`src/rtl/gold_nic_pkg.sv`:
```
// Shared constants for the gold_nic PE<->router interface: register map,
// packet field positions, statistics layout and the VC polarity helper.
package gold_nic_pkg;

  localparam int ADDR_IN_BUF   = 0;
  localparam int ADDR_IN_STAT  = 1;
  localparam int ADDR_OUT_BUF  = 2;
  localparam int ADDR_OUT_STAT = 3;

  localparam int VC_BIT   = 63;
  localparam int HDIR_BIT = 62;
  localparam int VDIR_BIT = 61;
  localparam int HHOP_MSB = 58;
  localparam int HHOP_LSB = 55;
  localparam int VHOP_MSB = 54;
  localparam int VHOP_LSB = 51;
  localparam int SRC_MSB  = 31;
  localparam int SRC_LSB  = 16;
  localparam int DST_MSB  = 15;
  localparam int DST_LSB  = 0;

  localparam int CNT_W        = 16;
  localparam int STAT_INJ_LSB = 32;
  localparam int STAT_EJ_LSB  = 16;

  typedef enum logic [1:0] {
    ACC_NONE  = 2'd0,
    ACC_READ  = 2'd1,
    ACC_WRITE = 2'd2
  } pe_access_e;

  // A packet may only leave on the cycle the router serves its virtual channel.
  function automatic logic vc_match(input logic i_vc, input logic i_polarity);
    return i_vc == i_polarity;
  endfunction

endpackage

```
`src/rtl/gold_nic_slot.sv`:
```
// Single-entry packet buffer with a full flag; load wins over clear.
module gold_nic_slot #(
  parameter int W = 64
) (
  input  logic         clk,
  input  logic         reset,
  input  logic         i_load,
  input  logic [W-1:0] i_data,
  input  logic         i_clear,
  output logic         o_full,
  output logic [W-1:0] o_data
);

  logic         r_full;
  logic [W-1:0] r_data;

  always_ff @(posedge clk) begin
    if (!reset) begin
      r_full <= 1'b0;
      r_data <= '0;
    end else if (i_load) begin
      r_full <= 1'b1;
      r_data <= i_data;
    end else if (i_clear) begin
      r_full <= 1'b0;
    end
  end

  assign o_full = r_full;
  assign o_data = r_data;

endmodule

```
`src/rtl/gold_nic.sv`:
```
// Network interface between a PE and its gold_mesh router node.
// Optional injection/ejection counters are built when GOLD_NIC_STATS_EN is defined.
module gold_nic
  import gold_nic_pkg::*;
#(
  parameter int PACKET_SIZE = 64,
  parameter int ADDR_W      = 2
) (
  input  logic                   clk,
  input  logic                   reset,
  input  logic [ADDR_W-1:0]      addr,
  input  logic [PACKET_SIZE-1:0] d_in,
  output logic [PACKET_SIZE-1:0] d_out,
  input  logic                   nicEn,
  input  logic                   nicWrEn,
  input  logic                   net_si,
  input  logic [PACKET_SIZE-1:0] net_di,
  output logic                   net_ro,
  output logic                   net_so,
  output logic [PACKET_SIZE-1:0] net_do,
  input  logic                   net_ri,
  input  logic                   net_polarity
);

  pe_access_e             w_access;
  logic                   w_in_full;
  logic [PACKET_SIZE-1:0] w_in_buf;
  logic                   w_out_full;
  logic [PACKET_SIZE-1:0] w_out_buf;
  logic                   w_accept;
  logic                   w_in_clear;
  logic                   w_out_load;
  logic                   w_xfer;
  logic [PACKET_SIZE-1:0] w_stat_ctr;
  logic [PACKET_SIZE-1:0] w_rd_data;
  logic                   r_net_ro;
  logic [PACKET_SIZE-1:0] r_d_out;

  always_comb begin
    w_access = ACC_NONE;
    if (nicEn) w_access = nicWrEn ? ACC_WRITE : ACC_READ;
  end

  assign w_accept   = net_si & r_net_ro;
  assign w_in_clear = (w_access == ACC_READ) && (addr == ADDR_W'(ADDR_IN_BUF)) && w_in_full;
  assign w_out_load = (w_access == ACC_WRITE) && (addr == ADDR_W'(ADDR_OUT_BUF)) && !w_out_full;
  assign w_xfer     = w_out_full & net_ri & vc_match(w_out_buf[VC_BIT], net_polarity);

  gold_nic_slot #(.W(PACKET_SIZE)) u_in_slot (
    .clk    (clk),
    .reset  (reset),
    .i_load (w_accept),
    .i_data (net_di),
    .i_clear(w_in_clear),
    .o_full (w_in_full),
    .o_data (w_in_buf)
  );

  gold_nic_slot #(.W(PACKET_SIZE)) u_out_slot (
    .clk    (clk),
    .reset  (reset),
    .i_load (w_out_load),
    .i_data (d_in),
    .i_clear(w_xfer),
    .o_full (w_out_full),
    .o_data (w_out_buf)
  );

  // Ready lags the full flag by one cycle, so it is low right after reset release.
  always_ff @(posedge clk) begin
    if (!reset) r_net_ro <= 1'b0;
    else        r_net_ro <= ~w_in_full;
  end

`ifdef GOLD_NIC_STATS_EN
  logic [CNT_W-1:0] r_inj_cnt;
  logic [CNT_W-1:0] r_ej_cnt;

  always_ff @(posedge clk) begin
    if (!reset) begin
      r_inj_cnt <= '0;
      r_ej_cnt  <= '0;
    end else begin
      if (w_xfer)   r_inj_cnt <= r_inj_cnt + CNT_W'(1);
      if (w_accept) r_ej_cnt  <= r_ej_cnt + CNT_W'(1);
    end
  end

  always_comb begin
    w_stat_ctr = '0;
    w_stat_ctr[STAT_INJ_LSB +: CNT_W] = r_inj_cnt;
    w_stat_ctr[STAT_EJ_LSB +: CNT_W]  = r_ej_cnt;
  end
`else
  assign w_stat_ctr = '0;
`endif

  always_comb begin
    w_rd_data = '0;
    case (addr)
      ADDR_W'(ADDR_IN_BUF):   w_rd_data = w_in_buf;
      ADDR_W'(ADDR_IN_STAT):  w_rd_data = w_stat_ctr | {{(PACKET_SIZE-1){1'b0}}, w_in_full};
      ADDR_W'(ADDR_OUT_STAT): w_rd_data = w_stat_ctr | {{(PACKET_SIZE-1){1'b0}}, w_out_full};
      default:                w_rd_data = '0;
    endcase
  end

  always_ff @(posedge clk) begin
    if (!reset)                      r_d_out <= '0;
    else if (w_access == ACC_READ)   r_d_out <= w_rd_data;
  end

  assign d_out  = r_d_out;
  assign net_ro = r_net_ro;
  assign net_so = w_xfer;
  assign net_do = w_out_buf;

endmodule

```
`config.mk`:
```
export PLATFORM = sky130hd
export DESIGN_NAME = gold_nic
export DESIGN_NICKNAME = d
export VERILOG_FILES = /design/src/rtl/gold_nic_pkg.sv /design/src/rtl/gold_nic_slot.sv /design/src/rtl/gold_nic.sv
export SDC_FILE = /design/constraint.sdc
export NUM_CORES = 1
export LEC_CHECK = 0
export ABC_AREA = 1
export CELL_PAD_IN_SITES_DETAIL_PLACEMENT = 0
export CELL_PAD_IN_SITES_GLOBAL_PLACEMENT = 1
export CORE_MARGIN = 2
export CORE_UTILIZATION = 32
export DETAILED_ROUTE_END_ITERATION = 8
export GPL_TIMING_DRIVEN = 0
export HOLD_SLACK_MARGIN = 0.02
export PLACE_DENSITY = 0.89
export SLEW_MARGIN = 20
export SYNTH_ARGS = -nofsm -noshare
export SYNTH_HDL_FRONTEND = slang
export SYNTH_HIERARCHICAL = 1
export SYNTH_SLANG_ARGS = --single-unit
```
`constraint.sdc`:
```
create_clock -name clk -period 1.7 [get_ports clk]
set_input_delay 0.34 -clock clk [delete_from_list [all_inputs] [get_ports clk]]
set_output_delay 0.34 -clock clk [all_outputs]
set_load 0.05 [all_outputs]
```
Yosys cells after proc, flatten, opt, wreduce, memory -nomap -nowiden
Index checks and enable logic that the tools add are counted.
Word-level totals
  output and inout bits: 130
  logic and storage cells: 31
  flip-flop bits (word level): 195
  input port bits: 137
Cells by class
  reductions and logical operators: 8
  bitwise gates (word level): 4
  muxes and demuxes: 7
  equality and inequality tests: 6
Operators with widths (number)
  $pmux 64 s3: 1
  $eq 2x2->1 const B: 3
  $eq 2x1->1 const B: 2
  $logic_and 1x1->1: 4
  $mux 1: 4
  $mux 2: 2
  $reduce_bool 2->1: 2
  $and 1x1->1: 3
  $logic_not 2->1: 1
  $eq 1x1->1: 1
  $logic_not 1->1: 1
  $not 1->1: 1

Depth between registers and ports, before layout
  word-level depth: 7
  depth in mapped cells: 9

Cells and area by module
Netlist, hierarchy kept.
Modules (own cells, without submodules)
  gold_nic_slot: instances 2, cells an instance 283, area an instance 2292.2 sq um, seq. area each 1301.2 sq um
  gold_nic: instances 1, cells an instance 303, area an instance 2742.6 sq um, seq. area each 1301.2 sq um

Least setup slack after synthesis
Ideal clock, no wire load.
  kind: reg-to-output
  start: reg u_out_slot.r_data[63] (netlist: u_out_slot/o_data[63])
  end: out net_so
  cell stages (with the launch flop): 3
  path slack: -0.094 ns
  path buffers: 0
  arrival time: 1.454 ns
  path through: dfxtp_1 xor2_1 nor2_1
Between the ends
  word-level cells in the longest chain between the ends: 2
Ends and longest elaborated chain
  start: declaration: RTL line gold_nic_slot.sv:15  | logic [W-1:0] r_data;
  start signal: assignment: RTL line gold_nic_slot.sv:23  | r_data <= i_data;
  $eq 1x1->1: RTL line gold_nic_pkg.sv:34  | return i_vc == i_polarity;
  $and 1x1->1: RTL line gold_nic.sv:47  | assign w_xfer = w_out_full & net_ri & vc_match(w_out_buf[VC_BIT], net_polarity);
  end: declaration: RTL line gold_nic.sv:19  | output logic net_so,
No other way between the ends.

Worst setup path after layout
  start: reg u_out_slot.r_data[24] (netlist: u_out_slot/o_data[24])
  end: out net_do[24]
RTL lines
  end: declaration: RTL line gold_nic.sv:20  | output logic [PACKET_SIZE-1:0] net_do,
No word-level cell between the ends.

==> flow_summary.yaml <==
outcome:
  status: "finished, final reports clean"
grt:
  grt_usage_pct: 18.1
  gr-usage-met2_pct: 30.1
  use_met3_pct: 3.54
  met1_usage_pct: 23.5
  grt_pass1_vias: 6321
  antenna_found_initial: 2
  grt_max_degree: 20
  grt_pass1_wl_microns: 34300
  busiest_layer: "met2"
  grt-ovfl-total: 0
setup_path:
  cp.required_ns: 1.36
  crit_buf_inv: 1
  cp_slowest_stage_delay_ns: 0.53
  critPathMaxFanout: 2
  worstSetupPathType: "flop to output pin"
  crit_family: "buffers and inverters"
  cp-end-kind: "output pin"
  crit_chain: "clkdlybuf4s15_1"
  worstPathArrival_ns: 1.32
  slowest_stage: "clkdlybuf4s15_1"
  start_kind: "flop"
sta:
  tightest_slew_ns: 0.763
  setup-tns-final_ns: 0
  min_period_ns: 1.66
  drv_slew: 0
  setup_viol_count_final: 0
  clock_skew_ns: 0.00815
  hold_ws_ns: 0.384
  fmax_mhz: 602
  setup_ws_ns: 0.0381
  slew_headroom_pct: 49.1
  finalHoldViolCount: 0
  finalCritPeriodShare_pct: 97.8
yosys:
  ys_types: 23
  synth_seq_cells: 195
  yosys.area.top_type_share_pct: 53.3
  syn_nets: 1006
  syn_inst: 869
  synthArstFlopShare_pct: 0
  synth_warnings: 6
  yosys-top-cells-area: "dfxtp_1 (53%), nor2_1 (13%), o21ai_0 (7.7%), a21oi_2 (6.2%), nand2_1 (4.4%)"
  ys_top_cells_by_count: "nor2_1 (262), dfxtp_1 (195), o21ai_0 (112)"
  synth_edf_count: 0
  netlist_area_sq_mm: 0.00733
  synth_ff_type: "dfxtp_1"
  yosysMostFrequentCell: "nor2_1"
  ys_seq_area_share_pct: 53.3
  yosysTopAreaCell: "dfxtp_1"
  avgSynthCellArea_sq_um: 8.43
clock_network:
  clk-insertion-delay-late_ns: 0.43
  root_buffer: "clkbuf_16"
  cts_buffer_depth: 2
  htreeDepth: 4
  cts_tree: "yes"
  cts_setup_buffers: 0
  ctsHoldBuffers: 0
  cts-buffers-inserted: 17
  clk_pin_slew_ns: 0.07
  cts.sinks: 195
power:
  total_power_mw: 10.1
  p_clk_share_pct: 40.3
  pwr-share-comb_pct: 11.8
  cellLeakagePower_nw: 4.67
  max-vdd-ir-drop_uv: 518
  p_seq_share_pct: 47.9
  p_int_mw: 7.37
  power.switching_mw: 2.74
  swShare_pct: 27.1
  p_per_area_mw_per_mm2: 933
layout:
  n_fill_cell: 2256
  layout.cells.non_filler: 1453
  drive_gt1_share_pct: 17.2
  final_util_pct: 48.0
  finalInstanceArea_sq_mm: 0.0108
  final_nets: 1292
  areaGrowthSynthToFinish_pct: 47.9
detailed_routing:
  viasPerCell: 4.47
  first_pass_iters: 6
  drtIter0Drc: 370
  post_drt_wl_per_cell_microns: 15.1
  drt_wl_total_microns: 22000
  vias: 6501
  drc_errors: 0
  ant_nets: 0
floorplan:
  initial_core_util_pct: 32.5
  coreArea_sq_mm: 0.0226
  die_h_microns: 155
  fp.dieW_microns: 155
  rows: 55
  io_pins: 267
  die_area_sq_mm: 0.0241
place:
  placed_cells: 1420
  placed_area_sq_mm: 0.0103
  portBuffers: 266
  place_congestion: 0.834
  dp_slack_ns: -0.544
  hpwl_microns: 16000
job:
  cap_violations: 0
worst_hold_path:
  holdCritPathClass: "input pin to flop"
-- power by group through the flow --
| stage | clock network [mW] | logic (mW) | registers [mW] |
|---|---|---|---|
| floorplan | 0 | 0.415 | 5.16 |
| global placement | 0 | 1.23 | 4.94 |
| detailed placement | 0 | 1.24 | 4.95 |
| CTS | 4.20 | 1.20 | 4.84 |
| global route | 4.38 | 1.29 | 4.86 |
| finish | 4.08 | 1.19 | 4.84 |
-- registers in the layout (all words and copies together) (netlist names) --
| name | count |
|---|---|
| u_in_slot/o_full | 1 |
| u_out_slot/o_full | 1 |
| net_ro | 1 |
| u_out_slot/o_data | 64 |
| d_out | 64 |
| u_in_slot/o_data | 64 |
-- cells in the final DEF (no fill, tap or decap), drive strengths merged, types with 2 or more instances in the layout --
master         instances
nor2                 263
dfxtp                195
nand2                137
clkdlybuf4s50        133
o21ai                128
dlygate4sd2           77
a21oi                 65
clkbuf                47
clkdlybuf4s15         45
buf                   42
inv                   20
clkinv                 4
dlymetal6s2s           3
clkinvlp               2
nor4                   2
-- worst paths after layout --
kind                                       startpoint                    end  slack [ns]  depth (start not counted)
worst max-delay path            u_out_slot/o_data[24]             net_do[24]        0.04                          1
worst min-delay path                          nicWrEn               d_out[0]        0.38                          6
worst max register to register      u_out_slot/o_full  u_out_slot/o_data[43]        0.14                          9
worst min register to register   u_in_slot/o_data[40]              d_out[40]        0.45                          2
-- kinds of logic (layout without fill, tap and decap cells) --
logic type	Yosys count	after routing	synth area share, %
buffers and inverters	76	374	8.06
other	0	1	0
DFF	195	195	53.3
xor gates and xnor gates	1	1	0.120
and+or+nand+nor	404	404	22.7
AOI/OAI and AO/OA	193	193	15.8
-- layout make-up --
cell class / instances / area, sq um / share of cell area [%]
Sequential cell: 195 / 3900 / 36.0
Multi-Input combinational cell: 598 / 2850 / 26.3
Timing Repair Buffer: 267 / 2540 / 23.4
Buffer: 63 / 543 / 5.01
Clock buffer: 17 / 425 / 3.93
Tap cell: 285 / 357 / 3.29
Clock inverter: 14 / 165 / 1.52
Inverter: 13 / 48.8 / 0.450
Antenna cell: 1 / 2.50 / 0.0231
-- what timing repair did --
action | 4_1_cts | 5_1_grt
cloned | 0 | 1
resized for setup | 144 | 58
setup endpoints to repair | 179 | 143
-- metal layers --
layer / up-vias / routed length, microns
met1: 2975 / 10200
li1: 3339 / -
met2: 154 / 10500
met3: 31 / 730
met4: 2 / 489
met5: - / 13
Note: power is estimated with default switching activity, not from simulation.
